**src/rtl/rom_fetch_unit.sv**
```systemverilog
// Sequential instruction fetch from a 1-cycle-latency single-port ROM.
// Words are tagged with their PC and handed downstream through a 2-entry valid/ready buffer.
module rom_fetch_unit #(
  parameter int                       ADDRESS_WIDTH = 16,
  parameter int                       DATA_WIDTH    = 16,
  parameter logic [ADDRESS_WIDTH-1:0] RESET_PC      = '0
) (
  input  logic                     clk,
  input  logic                     rst,
  output logic [ADDRESS_WIDTH-1:0] src_rom_address,
  output logic                     src_rom_ren,
  output logic                     src_rom_cen,
  input  logic [DATA_WIDTH-1:0]    sink_rom_data,
  input  logic                     sink_enable,
  input  logic                     sink_branch,
  input  logic [ADDRESS_WIDTH-1:0] sink_branch_target,
  output logic [DATA_WIDTH-1:0]    src_instr,
  output logic [ADDRESS_WIDTH-1:0] src_instr_pc,
  output logic                     src_valid,
  input  logic                     sink_ready
);

  logic [ADDRESS_WIDTH-1:0] fetch_pc_q, fetch_pc_d;
  logic [ADDRESS_WIDTH-1:0] addr_q, addr_d;
  logic                     ren_q, ren_d;
  logic                     pend_q, pend_d;
  logic [ADDRESS_WIDTH-1:0] pend_pc_q, pend_pc_d;
  logic [1:0]               count_q, count_d;
  logic [DATA_WIDTH-1:0]    head_data_q, head_data_d;
  logic [ADDRESS_WIDTH-1:0] head_pc_q, head_pc_d;
  logic [DATA_WIDTH-1:0]    tail_data_q, tail_data_d;
  logic [ADDRESS_WIDTH-1:0] tail_pc_q, tail_pc_d;

  logic       push;
  logic       pop;
  logic [1:0] count_popped;

  assign push = pend_q;
  assign pop  = (count_q != 2'd0) && sink_ready;

  always_comb begin
    fetch_pc_d   = fetch_pc_q;
    addr_d       = addr_q;
    ren_d        = 1'b0;
    pend_d       = 1'b0;
    pend_pc_d    = pend_pc_q;
    count_d      = count_q;
    head_data_d  = head_data_q;
    head_pc_d    = head_pc_q;
    tail_data_d  = tail_data_q;
    tail_pc_d    = tail_pc_q;
    count_popped = count_q - {1'b0, pop};

    if (sink_branch) begin
      // Flush: buffered words, the in-flight response and any handshake are all dropped.
      count_d = 2'd0;
      if (sink_enable) begin
        addr_d     = sink_branch_target;
        ren_d      = 1'b1;
        pend_d     = 1'b1;
        pend_pc_d  = sink_branch_target;
        fetch_pc_d = sink_branch_target + 1'b1;
      end else begin
        fetch_pc_d = sink_branch_target;
      end
    end else begin
      if (pop) begin
        head_data_d = tail_data_q;
        head_pc_d   = tail_pc_q;
      end
      if (push) begin
        if (count_popped == 2'd0) begin
          head_data_d = sink_rom_data;
          head_pc_d   = pend_pc_q;
        end else begin
          tail_data_d = sink_rom_data;
          tail_pc_d   = pend_pc_q;
        end
      end
      count_d = count_popped + {1'b0, push};

      // Only issue when the response is guaranteed a free slot next cycle.
      if (sink_enable && (count_d <= 2'd1)) begin
        addr_d     = fetch_pc_q;
        ren_d      = 1'b1;
        pend_d     = 1'b1;
        pend_pc_d  = fetch_pc_q;
        fetch_pc_d = fetch_pc_q + 1'b1;
      end
    end
  end

  always_ff @(posedge clk or posedge rst) begin
    if (rst) begin
      fetch_pc_q  <= RESET_PC;
      addr_q      <= RESET_PC;
      ren_q       <= 1'b0;
      pend_q      <= 1'b0;
      pend_pc_q   <= RESET_PC;
      count_q     <= 2'd0;
      head_data_q <= '0;
      head_pc_q   <= '0;
      tail_data_q <= '0;
      tail_pc_q   <= '0;
    end else begin
      fetch_pc_q  <= fetch_pc_d;
      addr_q      <= addr_d;
      ren_q       <= ren_d;
      pend_q      <= pend_d;
      pend_pc_q   <= pend_pc_d;
      count_q     <= count_d;
      head_data_q <= head_data_d;
      head_pc_q   <= head_pc_d;
      tail_data_q <= tail_data_d;
      tail_pc_q   <= tail_pc_d;
    end
  end

  assign src_rom_address = addr_q;
  assign src_rom_ren     = ren_q;
  assign src_rom_cen     = ren_q;
  assign src_valid       = (count_q != 2'd0);
  assign src_instr       = head_data_q;
  assign src_instr_pc    = head_pc_q;

endmodule

```
**config.mk**
```make
export PLATFORM = sky130hd
export DESIGN_NAME = rom_fetch_unit
export DESIGN_NICKNAME = d
export VERILOG_FILES = /design/src/rtl/rom_fetch_unit.sv
export SDC_FILE = /design/constraint.sdc
export NUM_CORES = 1
export LEC_CHECK = 0
export CAP_MARGIN = 20
export CORE_ASPECT_RATIO = 0.7
export CORE_MARGIN = 2
export CORE_UTILIZATION = 25
export CTS_CLUSTER_SIZE = 40
export DETAILED_ROUTE_END_ITERATION = 10
export PLACE_DENSITY = 0.46
export SYNTH_ARGS = -nofsm -noshare
export SYNTH_HDL_FRONTEND = slang
export SYNTH_SLANG_ARGS = --single-unit
export TNS_END_PERCENT = 50
```
**constraint.sdc**
```tcl
create_clock -name clk -period 3.7 [get_ports clk]
set_input_delay 0.74 -clock clk [delete_from_list [all_inputs] [get_ports clk]]
set_output_delay 0.74 -clock clk [all_outputs]
set_load 0.01 [all_outputs]
```
==> results.md <==
* Status: completed
* First-pass GRT wire length at between 20000 and 25000 µm
* Largest stage delay on the critical path at about 0.48 ns
* Leakage power at 2.48 nW
* RSZ-0062 raised after global routing: false
* CTS Sinks at 99
* Die Width at approximately 170 µm
* Clk pin slew, worst setup/hold paths at approximately 0.070 ns
* Max clock buf depth at 2
* Final Skew at slightly below 0.004 ns
* Mapped cell area at 4820 µm²
* DR DRC count at 0
* Hold slack at approximately 0.49 ns
* Final hold vios at 0
* Setup crit start kind: primary input
* Number of flops mapped to enable cells by yosys at 0
* DR top layer: met4
* Largest net degree at the start of global routing at 58
* Worst Path Required at approximately 4 ns
* Routed WL at 13300 µm
* Worst-Margin Slew at 0.894 ns
* Vias in the first global route at around 3600
* Yosys reg bits at 99
* Die area at roughly 20000 µm²
* Metal2 WL at roughly 5600 µm
* GRT Util Overall at 13.6%
* DRT Pass-1 Iters at 4
* Vias at around 3500
* WL met3 at 768 µm
* Placed insts at between 700 and 800
* Vias/cell at around 5
* Synth async-reset ratio at 100%
* Slowest CP cell: clkdlybuf4s50_1
* HPWL Detailed at between 9000 and 10000 µm
* Finished Layout Cells at about 720
* Post-CTS Resized at 0
* Mapped Avg Cell Area at ~12 µm²
* Ant. Diodes at 0
* Clock Latency Late Sink at around 0.34 ns
* Post-synth top area cell: dfrtp_1
* Gate Count Post-Synth at roughly 400
* Main synth FF type: dfrtp_1
* Design area at around 6300 µm²
* Max-cap violations at 0
* Antenna violations before repair at 0
* Distinct cell type count after synthesis at 45
* Antenna Violating Nets Remaining at 0
* CTS root buf: clkbuf_16
* Area growth syn-to-layout at 30.0%
* # H-tree levels at 3
* Nets at 515
* Row cnt at 42
* Layout cells sized above 1 at between 10% and 20%
* Setup repair bufs after CTS at 0
* DR WL/cell at about 18 µm
* Pwr/cell area at 538 nW/µm²
* Remaining Overflow, GRT at 0
* Sequential area share after synthesis at ~51%
* Crit path cell chain: clkdlybuf4s50_1 > nor2b_1 > o21bai_1 > ha_1 > inv_1 > a21o_1 > and2_4 > o21ai_4 > mux2_2
* Post-synth top cells: dfrtp_1, mux2_2, a22oi_1, o2bb2ai_1
* VDD IR-drop max at 0.221 mV
* Die height at 120 µm
* Max frequency at 340 MHz
* CTS buffer count at 9
* IO Count at between 80 and 90
* I/O Buffers at 87
* First-iteration detailed-routing DRC count at roughly 220
* Worst slew margin at between 40 and 50%
* Setup TNS at 0 ns
* Largest cells by area after synthesis: dfrtp_1, mux2_2, o2bb2ai_1
* Worst setup EP type: flop
* Core Footprint at between 15000 and 20000 µm²
* Setup CP Type: primary input to flop
* Power Total at around 3.4 mW
* Most frequent cell after synthesis: dfrtp_1
* WP data arrival at 3.17 ns
* Met1 WL at 6820 µm
* Post-synth top area share at roughly 50%
* CTS tree: done
* CTS Hold Bufs at 0
* Worst min-delay path category: flop to flop
* Warnings, synthesis at 0
* Final Critical Period at a little under 3 ns
* Part of the cycle the worst path needs at 79.4%
* # setup viols final at 0
* Gp weighted congestion at 0.803
* Starting Density at between 20% and 30%
* Syn nets at around 440
* Placed Area at roughly 6000 µm²
* Fin. max-slew vios at 0
* Max FO, Critical Path at 17
==> cell usage in the layout (no fill, tap or decap), types with 2 or more instances in the layout <==
cell	netlist	final
inv_1	4	3
nor2b_1	8	8
a22o_1	2	2
xor2_1	17	17
nor2_1	5	4
and4_1	3	3
o31a_1	2	2
o21ai_0	6	6
a21o_1	6	6
clkdlybuf4s50_1	0	86
a22oi_1	32	32
o21a_1	2	2
buf_4	1	5
nand4_1	16	16
clkinvlp_4	0	2
nand2_1	17	17
mux2i_1	8	8
mux2_2	51	51
clkbuf_16	0	9
a221o_1	2	2
o2bb2ai_1	32	32
mux2_1	8	8
and3_1	7	7
buf_12	0	2
o21ai_4	1	2
nor3_1	8	8
nand3_1	9	9
xnor2_1	7	7
dfrtp_1	99	99
ha_1	3	3
==> worst max-delay path, delay by kind of cell <==
family | cells | cell delay, ns
AOI/OAI and AO/OA | 3 | 0.79
buffers and inverters | 2 | 0.55
and+or+nand+nor | 2 | 0.53
muxes | 1 | 0.40
adders and majority gates | 1 | 0.16
==> sequential cells by signal, indices dropped and copies added (netlist names) <==
name and count:
fetch_pc_q 16, count_q 2, pend_q 1, pend_pc_q 16, tail_pc_q 16, src_instr 16
src_instr_pc 16, tail_data_q 16
==> power by group <==
group	switching, mW	leakage, nW	internal, mW	total [mW]
Combinational	0.353	1.12	0.498	0.852
Clock	0.424	0.141	0.543	0.967
Sequential	0.189	1.21	1.36	1.55
Total	0.966	2.48	2.40	3.37
==> area by class of cell <==
class / instances / area, µm²
repair buffers: 94 / 943
multi-input cells: 266 / 2210
clock inverters: 5 / 62.6
inverters: 5 / 21.3
fillers: 1879 / 12600
well taps: 242 / 303
flip-flops and latches: 99 / 2480
clock buffers: 10 / 239
==> path summary, 6_finish.rpt <==
path | startpoint | endpoint | slack, ns | cells after the start
hold / removal | src_instr_pc[5]$_DFFE_PP0N_ | src_instr_pc[5]$_DFFE_PP0N_ | 0.49 | 1
setup / recovery | sink_ready | pend_pc_q[6]$_DFFE_PP0P_ | 0.76 | 9
hold reg to reg | src_instr_pc[5]$_DFFE_PP0N_ | src_instr_pc[5]$_DFFE_PP0N_ | 0.49 | 1
max in group asynchronous | rst | fetch_pc_q[0]$_DFFE_PP0P_ | 2.13 | 3
setup reg to reg | count_q[0]$_DFF_PP0_ | pend_pc_q[6]$_DFFE_PP0P_ | 1.27 | 8
min in group asynchronous | rst | tail_data_q[4]$_DFFE_PP0P_ | 0.85 | 2
==> stage by stage <==
step	util, %	setup slack, ns
after floorplan	-	0.370
after global placement	31.6	0.443
after detailed placement	31.6	0.393
after CTS	33.2	0.765
after global routing	33.2	0.570
final	33.2	0.762
==> layer usage <==
metal  GRT usage, %  vias up
met5              0        -
met4           2.51        0
met3           3.96        7
met2           19.3       75
met1           20.4     1780
li1               -     1640
==> kinds of logic (layout without fill, tap and decap cells) <==
logic type               Yosys count  count (layout)  share of synthesized area [%]
AO/OA/AOI/OAI                     88              88                           14.7
multiplexers                      67              67                           15.5
adder cells (fa/ha/maj)            3               3                          0.780
XOR/XNOR                          24              24                           4.36
buffers and inverters             32             114                           3.12
AND/OR/NAND/NOR                   84              84                           10.2
flip-flops                        99              99                           51.4
Note: power is estimated with default switching activity, not from simulation.
==> variant (same settings) <==
Change the parameter `ADDRESS_WIDTH` from 16 to 15.
--- a/src/rtl/rom_fetch_unit.sv
+++ b/src/rtl/rom_fetch_unit.sv
@@ -2,5 +2,5 @@
 // Words are tagged with their PC and handed downstream through a 2-entry valid/ready buffer.
 module rom_fetch_unit #(
-  parameter int                       ADDRESS_WIDTH = 16,
+  parameter int                       ADDRESS_WIDTH = 15,
   parameter int                       DATA_WIDTH    = 16,
   parameter logic [ADDRESS_WIDTH-1:0] RESET_PC      = '0
Ports: changed (resized sink_branch_target, src_instr_pc and src_rom_address); port bits go from 88 to 85. No check against the original RTL was run, so the function may have changed too.
==> variant against the unedited design <==
  * Maximum frequency fell by 1.7%
  * Synthesized cell count down 4.8%
  * Power is 0.43% lower
  * Clock skew increased by 0.0056 ns
  * Sequential cell count down 4
  * Critical endpoint is now pend_pc_q[4]$_DFFE_PP0P_
  * Worst setup slack worse by 0.050 ns
  * Non-clock buffer count decreased by 2
  * Utilization grew 0.35 points
  * First-iteration DRC count shrank 53%
  * Cell area decreased by 3.8%
  * Wire length decreased by 8.2%
  * Register-to-register slack got worse by 0.13 ns
  * Synthesized area decreased by 5.2%
  * Die area fell by 5.1%
==> variant: results (changes against the unedited design) <==
- Status: completed
- Min-Delay Startpoint: src_instr[3]$_DFFE_PP0N_
- Total leakage power: 2.376 nW (-4.1%)
- Synth Instances: 378 (-4.8%)
- Via count: 3318 (-5.3%)
- Clock-pin slew on the worst setup and hold paths: 0.07 ns (about the same)
- Global-route wire length before repair: 19420 um (-8.6%)
- R2R Path End: pend_pc_q[4]$_DFFE_PP0P_
- Arrival time of the worst setup path: 3.22 ns (+0.05 ns)
- Worst flop-to-flop path startpoint: count_q[0]$_DFF_PP0_
- Fin nets: 495 (-3.9%)
- Total Wirelength: 12200 um (-8.2%)
- GRT Total Usage: 13.18% (-0.38 points)
- Max_slew headroom: 44.65% (+4.5 points)
- Number of DRC markers in iteration 0: 104 (-53%)
- Synth Flop Type: dfrtp_1
- Fill cells: 1820 (-3.1%)
- Worst Hold Slack: 0.4920 ns (+0.002314 ns)
- Vias in the first global route: 3413 (-5.4%)
- RePlAce Congestion: 0.7901 (-1.6%)
- Peak VDD IR: 257.6 uV (+16%)
- Hold Path Sink: src_instr[3]$_DFFE_PP0N_
- Synth area leaders: dfrtp_1 (52%), mux2_2 (14%), o2bb2ai_1 (6.0%)
- CP max FO: 12 (-5)
- Syn Nets: 417 (-4.6%)
- Post-synthesis sequential area ratio: 52.10% (+0.66 points)
- Worst Skew: 0.009434 ns (+0.005554 ns)
- Flop-to-flop setup slack: 1.14 ns (-0.13 ns)
- Hpwl dp: 8341 um (-8.5%)
- PortBufs: 84 (-3.4%)
- Commonest cells in the netlist: dfrtp_1 (95), mux2_2 (57), a22oi_1 (31), o2bb2ai_1 (31)
- Fraction of layout instances using a drive strength above 1: 19.74% (+1.8 points)
- Largest net degree at the start of global routing: 70 (+21%)
- Fraction of registers with async set or reset after synthesis: 100.0% (unchanged)
- Placed cell count: 681 (-3.5%)
- Finished Layout Cells: 697 (-3.3%)
variant: cell count changes in the layout (fill, tap and decap cells not counted), moves of 5 or more:
cell / change
mux2_1: -8
xor2_1: -6
and3_1: -6
mux2_2: +6
xnor2_1: +5
nand4_1: -9
nor4b_1: +5
variant: cells by family (layout without fill, tap and decap cells):
group           count (synthesis)  in the layout  share of synthesized area, %
flops                          95             95                         52.10
xor+xnor                       23             23                         4.415
buf+inv                        33            116                         2.961
simple gates                   77             77                         9.624
mux                            63             63                         15.38
fa+ha+maj                       3              3                        0.8227
compound gates                 84             84                         14.70
variant: power by group:
part           switching (mW)  internal (mW)  leakage (nW)
registers               0.185           1.31          1.16
logic                   0.332          0.485          1.05
clock network           0.422          0.621         0.162
variant: worst max-delay path by stage:
stage	end	cells past startpoint	from	slack, ns
2_1_floorplan	count_q[0]$_DFF_PP0_	1	rst	0.48
3_3_place_gp	pend_pc_q[5]$_DFFE_PP0P_	9	sink_ready	0.47
3_5_place_dp	pend_pc_q[4]$_DFFE_PP0P_	9	sink_ready	0.38
4_1_cts	pend_pc_q[4]$_DFFE_PP0P_	9	sink_ready	0.73
5_1_grt	pend_pc_q[14]$_DFFE_PP0P_	9	sink_ready	0.55
6_report	pend_pc_q[4]$_DFFE_PP0P_	9	sink_ready	0.71
variant: critical path, stage by stage:
cell and delay, ns:
clkdlybuf4s50_1 0.45, nor2b_1 0.33, a21o_1 0.13, ha_1 0.15, o21a_1 0.38, nor2_1 0.13, o21ai_2 0.37, buf_12 0.20
mux2_2 0.33
variant: layout make-up:
class | count | area, um2 | area share [%]
inverter | 8 | 32.53 | 0.5403
sequential | 95 | 2377 | 39.48
multi-input combinational | 250 | 2059 | 34.21
timing repair buffer | 92 | 920.9 | 15.30
tap | 236 | 295.3 | 4.904
clock inverter | 6 | 96.34 | 1.600
clock buffer | 10 | 239.0 | 3.969
variant: metrics by stage:
step	worst slack, ns	power (mW)	instance area (um2)	utilization, %
global route	0.5489	3.544	6021	33.53
floorplan	0.4830	1.915	4563	-
CTS	0.7296	3.402	6021	33.53
finish	0.7119	3.355	6021	33.53
global placement	0.4670	2.320	5685	31.67
detailed placement	0.3845	2.337	5685	31.67
variant: layer usage:
layer	up-vias	GRT usage, %	part of all wire (%)
met4	0	3.448	1.1
met2	65	18.76	42
li1	1571	-	-
met1	1670	19.99	53
met3	12	3.030	3.8
met5	-	0	0
